<file path="src/rtl/cmp_share_arb.sv">
// rtl/cmp_share_arb.sv - round-robin arbiter sequencing two requesters onto one set-less-than comparator
module cmp_share_arb #(
  parameter int WIDTH = 32
) (
  input  logic             clk,
  input  logic             rst_n,
  input  logic             req0_valid,
  output logic             req0_ready,
  input  logic [WIDTH-1:0] req0_a,
  input  logic [WIDTH-1:0] req0_b,
  input  logic             req0_sgn,
  input  logic             req1_valid,
  output logic             req1_ready,
  input  logic [WIDTH-1:0] req1_a,
  input  logic [WIDTH-1:0] req1_b,
  input  logic             req1_sgn,
  output logic             resp0_valid,
  input  logic             resp0_ready,
  output logic             resp1_valid,
  input  logic             resp1_ready,
  output logic [WIDTH-1:0] resp_o,
  output logic             busy
);

  typedef enum logic [1:0] {IDLE, EXEC, RESP} state_t;

  state_t           state;
  logic             owner;
  logic             last_grant;
  logic [WIDTH-1:0] a_q;
  logic [WIDTH-1:0] b_q;
  logic             sgn_q;
  logic             winner;
  logic             lt;
  logic             idle;

  // On a tie the requester that was not served last wins; reset value 1 favours req0.
  assign winner = req1_valid && (!req0_valid || !last_grant);
  assign idle   = (state == IDLE);

  assign req0_ready = idle && req0_valid && !winner;
  assign req1_ready = idle && req1_valid && winner;
  assign busy       = !idle;

  assign lt = (sgn_q && (a_q[WIDTH-1] != b_q[WIDTH-1])) ? a_q[WIDTH-1] : (a_q < b_q);

  always_ff @(posedge clk or negedge rst_n) begin
    if (!rst_n) begin
      state       <= IDLE;
      owner       <= 1'b0;
      last_grant  <= 1'b1;
      a_q         <= '0;
      b_q         <= '0;
      sgn_q       <= 1'b0;
      resp_o      <= '0;
      resp0_valid <= 1'b0;
      resp1_valid <= 1'b0;
    end else begin
      case (state)
        IDLE: begin
          if (req0_valid || req1_valid) begin
            owner      <= winner;
            last_grant <= winner;
            a_q        <= winner ? req1_a   : req0_a;
            b_q        <= winner ? req1_b   : req0_b;
            sgn_q      <= winner ? req1_sgn : req0_sgn;
            state      <= EXEC;
          end
        end
        EXEC: begin
          resp_o      <= {{(WIDTH-1){1'b0}}, lt};
          resp0_valid <= !owner;
          resp1_valid <= owner;
          state       <= RESP;
        end
        RESP: begin
          if (owner ? resp1_ready : resp0_ready) begin
            resp0_valid <= 1'b0;
            resp1_valid <= 1'b0;
            state       <= IDLE;
          end
        end
        default: state <= IDLE;
      endcase
    end
  end

endmodule
</file>
<file path="config.mk">
export PLATFORM = sky130hd
export DESIGN_NAME = cmp_share_arb
export DESIGN_NICKNAME = d
export VERILOG_FILES = /design/src/rtl/cmp_share_arb.sv
export SDC_FILE = /design/constraint.sdc
export NUM_CORES = 1
export LEC_CHECK = 0
export BUFFER_PORTS_ARGS = -buffer_cell sky130_fd_sc_hd__buf_4
export CAP_MARGIN = 15
export CORE_ASPECT_RATIO = 0.7
export CORE_MARGIN = 5
export CORE_UTILIZATION = 44
export CTS_BUF_LIST = sky130_fd_sc_hd__clkbuf_16
export DETAILED_ROUTE_END_ITERATION = 8
export PLACE_DENSITY = 0.84
export SETUP_SLACK_MARGIN = 0.02
export SLEW_MARGIN = 20
export SYNTH_ARGS = -nofsm -noshare
export SYNTH_HDL_FRONTEND = slang
export SYNTH_SLANG_ARGS = --single-unit
</file>
<file path="constraint.sdc">
create_clock -name clk -period 1.9 [get_ports clk]
set_input_delay 0.57 -clock clk [delete_from_list [all_inputs] [get_ports clk]]
set_output_delay 0.57 -clock clk [all_outputs]
set_load 0.005 [all_outputs]
</file>
==> run_results.csv <==
group,metric,value,unit
status,status,"complete, no violations",
timing,fin_tns_setup,0,ns
synth,synthCells,458,
route,final_antenna_net_count,0,
clock_tree,cts_buffers,9,
synth,synthXorXnorAreaFrac,0,%
global_route,grt-ovfl-total,0,
timing,fmax,545,MHz
synth,ys_async_sr_fraction,100,%
pwr,swShare,38.1,%
synth,synthMuxAreaShare,15.2,%
timing,hold_violations,0,
floorplanning,die_w,128,um
synth,synth_simple_gate_area_share,10.2,%
timing,post-route-min-period,1.84,ns
cells_and_area,diodes,0,
pwr,pwr-share-clk,20.3,%
cells_and_area,area_growth,36.3,%
timing,finalMaxSlewViolations,0,
worst_hold_path,hold_path_class,"in -> async",
placement,port_buffers,141,
setup_path,crit_required,1.33,ns
floorplanning,die_y,92.6,um
synth,synth_commonest_cells,"76 x nand2_1, 71 x dfrtp_1, 69 x o21ai_0",
clock_tree,clkLatencyLatePin,0.32,ns
synth,ys_top_cells_by_area,"dfrtp_1 41%, mux2i_1 15%, ha_1 9.0%, o21ai_0 8.1%, nand2_1 6.7%",
placement,place_congestion,0.895,
job,max-cap-violations,0,
timing,fin_crit_sh,96.6,%
clock_tree,cts.root.buffer_cell,"clkbuf_16",
placement,dpl.hpwl,8.35,mm
pwr,p_comb_share,44.9,%
pwr,p_leak,3.00,nW
synth,ys_ff_latch,72,
synth,yosysTopAreaCell,"dfrtp_1",
synth,yosysMostFrequentCell,"nand2_1",
synth,ys_seq_area_share,42.1,%
floorplanning,ios,173,
setup_path,cp-end-kind,"primary output",
floorplanning,die_area,11800,um2
synth,synth_compound_area_share,13.1,%
setup_path,start_kind,"flop",
pwr,p_per_area,1390,nW/um2
pwr,p_switching,3.08,mW
floorplanning,start_util,44.6,%
synth,synth_top_family_by_area,"multiplexers",
synth,synth_adder_area_share,9.05,%
cells_and_area,drive_above_1_share,30.4,%
setup_path,crit_type,"reg -> out",
global_route,grt_max_degree,82,
synth,synth-warning-count,0,
route,wirelength,10.4,mm
setup_path,cp.arrival,1.27,ns
route,viasPerCell,4.83,
route,drc_errors,0,
timing,fin_worst_skew,0.00638,ns
clock_tree,path_clk_slew,0.06,ns
clock_tree,cts_tree,"done",
pwr,p_seq_share,34.8,%
floorplanning,rows,30,
clock_tree,cts.sinks,72,
global_route,grt_util_all_layers,17.5,%
route,vias,3547,
global_route,grt_pass1_wl,16.7,mm
synth,ys_types,35,
global_route,grt_pass1_vias,3653,
synth,synth_top_area_share,41.4,%
pwr,power.internal,5.01,mW
clock_tree,clockBufferDepth,2,
clock_tree,h-tree-depth,3,
floorplanning,core-area,9610,um2
timing,grt_setup_unrepaired,"yes",
setup_path,worstPathMaxFanout,3,
cells_and_area,fin_nets,768,
global_route,antenna_found_initial,0,
route,first_pass_iters,4,
cells_and_area,utilization,60.8,%
synth,syn_area_per_cell,9.36,um2
synth,synthFlopType,"dfrtp_1",
synth,syn_area,4290,um2
route,routedWlPerCell,14.2,um
timing,setup_viol,0,
route,drtIter0Drc,124,
synth,synth-edff-count,0,
pwr,max-vdd-ir-drop,0.666,mV
## cells by family after synthesis
group | after synthesis
AO/OA/AOI/OAI | 101
adder cells (fa/ha/maj) | 31
buffers and inverters | 86
flip-flops | 72
multiplexers | 65
other | 1
AND/OR/NAND/NOR | 102
## metal layers
layer,vias up,wire length [um],global-route usage (%)
li1,1792,-,-
met1,1611,4550,22.7
met2,136,5020,29.4
met3,8,752,4.21
met4,0,108,4.42
met5,-,0,0
## timing repair
item	in CTS	in global routing
setup buffers	1	2
gates resized for setup	2	8
hold buffers	0	0
pin swaps	2	7
endpoints found under the setup margin	2	4
## path summary, 6_finish.rpt
check                                 from         end  slack, ns  cells after the start
min in group clk                    b_q[8]      b_q[8]       0.48                      2
worst max register to register     a_q[31]   resp_o[0]       0.09                      5
worst max-delay path            last_grant  req1_ready       0.06                      3
worst min-delay path                 rst_n     b_q[27]       0.15                      1
max in group asynchronous            rst_n  last_grant       1.19                      2
worst min register to register      b_q[8]      b_q[8]       0.48                      2
## cells in the final DEF, fill, tap and decap left out, types with 6 or more instances in the layout
cell / instances
o21ai_0: 69
nand4_1: 6
a21oi_1: 12
conb_1: 31
buf_4: 150
ha_1: 27
inv_1: 32
dfrtp_1: 71
clkbuf_16: 9
mux2i_1: 65
nand2_1: 76
## worst max-delay path: stages, from the launching register on
cell,delay (ns)
dfstp_2,0.56
a21boi_4,0.07
and2_1,0.19
buf_4,0.14
## power by group through the flow
stage | Combinational, mW | Sequential, mW | Clock (mW)
floorplan | 2.43 | 2.65 | 0
global placement | 3.27 | 2.76 | 0
detailed placement | 3.46 | 2.81 | 0
CTS | 3.52 | 2.80 | 1.69
global route | 4.22 | 2.92 | 1.76
finish | 3.64 | 2.82 | 1.64
## final cells by class
type	instances	area [um2]
tap	128	160
clock inverter	7	72.6
timing repair buffer	154	1210
sequential	72	1800
multi-input combinational	330	2250
inverter	34	128
clock buffer	9	225
fill	810	3770
## through the flow
stage	hold WS, ns	instance area, um2	power (mW)	instances	setup slack (ns)
5_1_grt	0.171	5840	8.90	734	-0.00709
2_1_floorplan	0.274	4400	5.08	488	0.0499
3_5_place_dp	0.470	5450	6.27	715	-0.0674
3_3_place_gp	0.458	5450	6.03	715	-0.0430
4_1_cts	0.154	5770	8.01	732	0.0339
6_report	0.151	5840	8.10	734	0.0643
## sequential cells by signal, indices dropped and copies added, names as in the netlist
signal	flops
resp0_valid	1
last_grant	1
owner	1
resp_o	1
a_q	32
resp1_valid	1
state	2
sgn_q	1
b_q	32
Note: power is estimated with default switching activity, not from simulation.
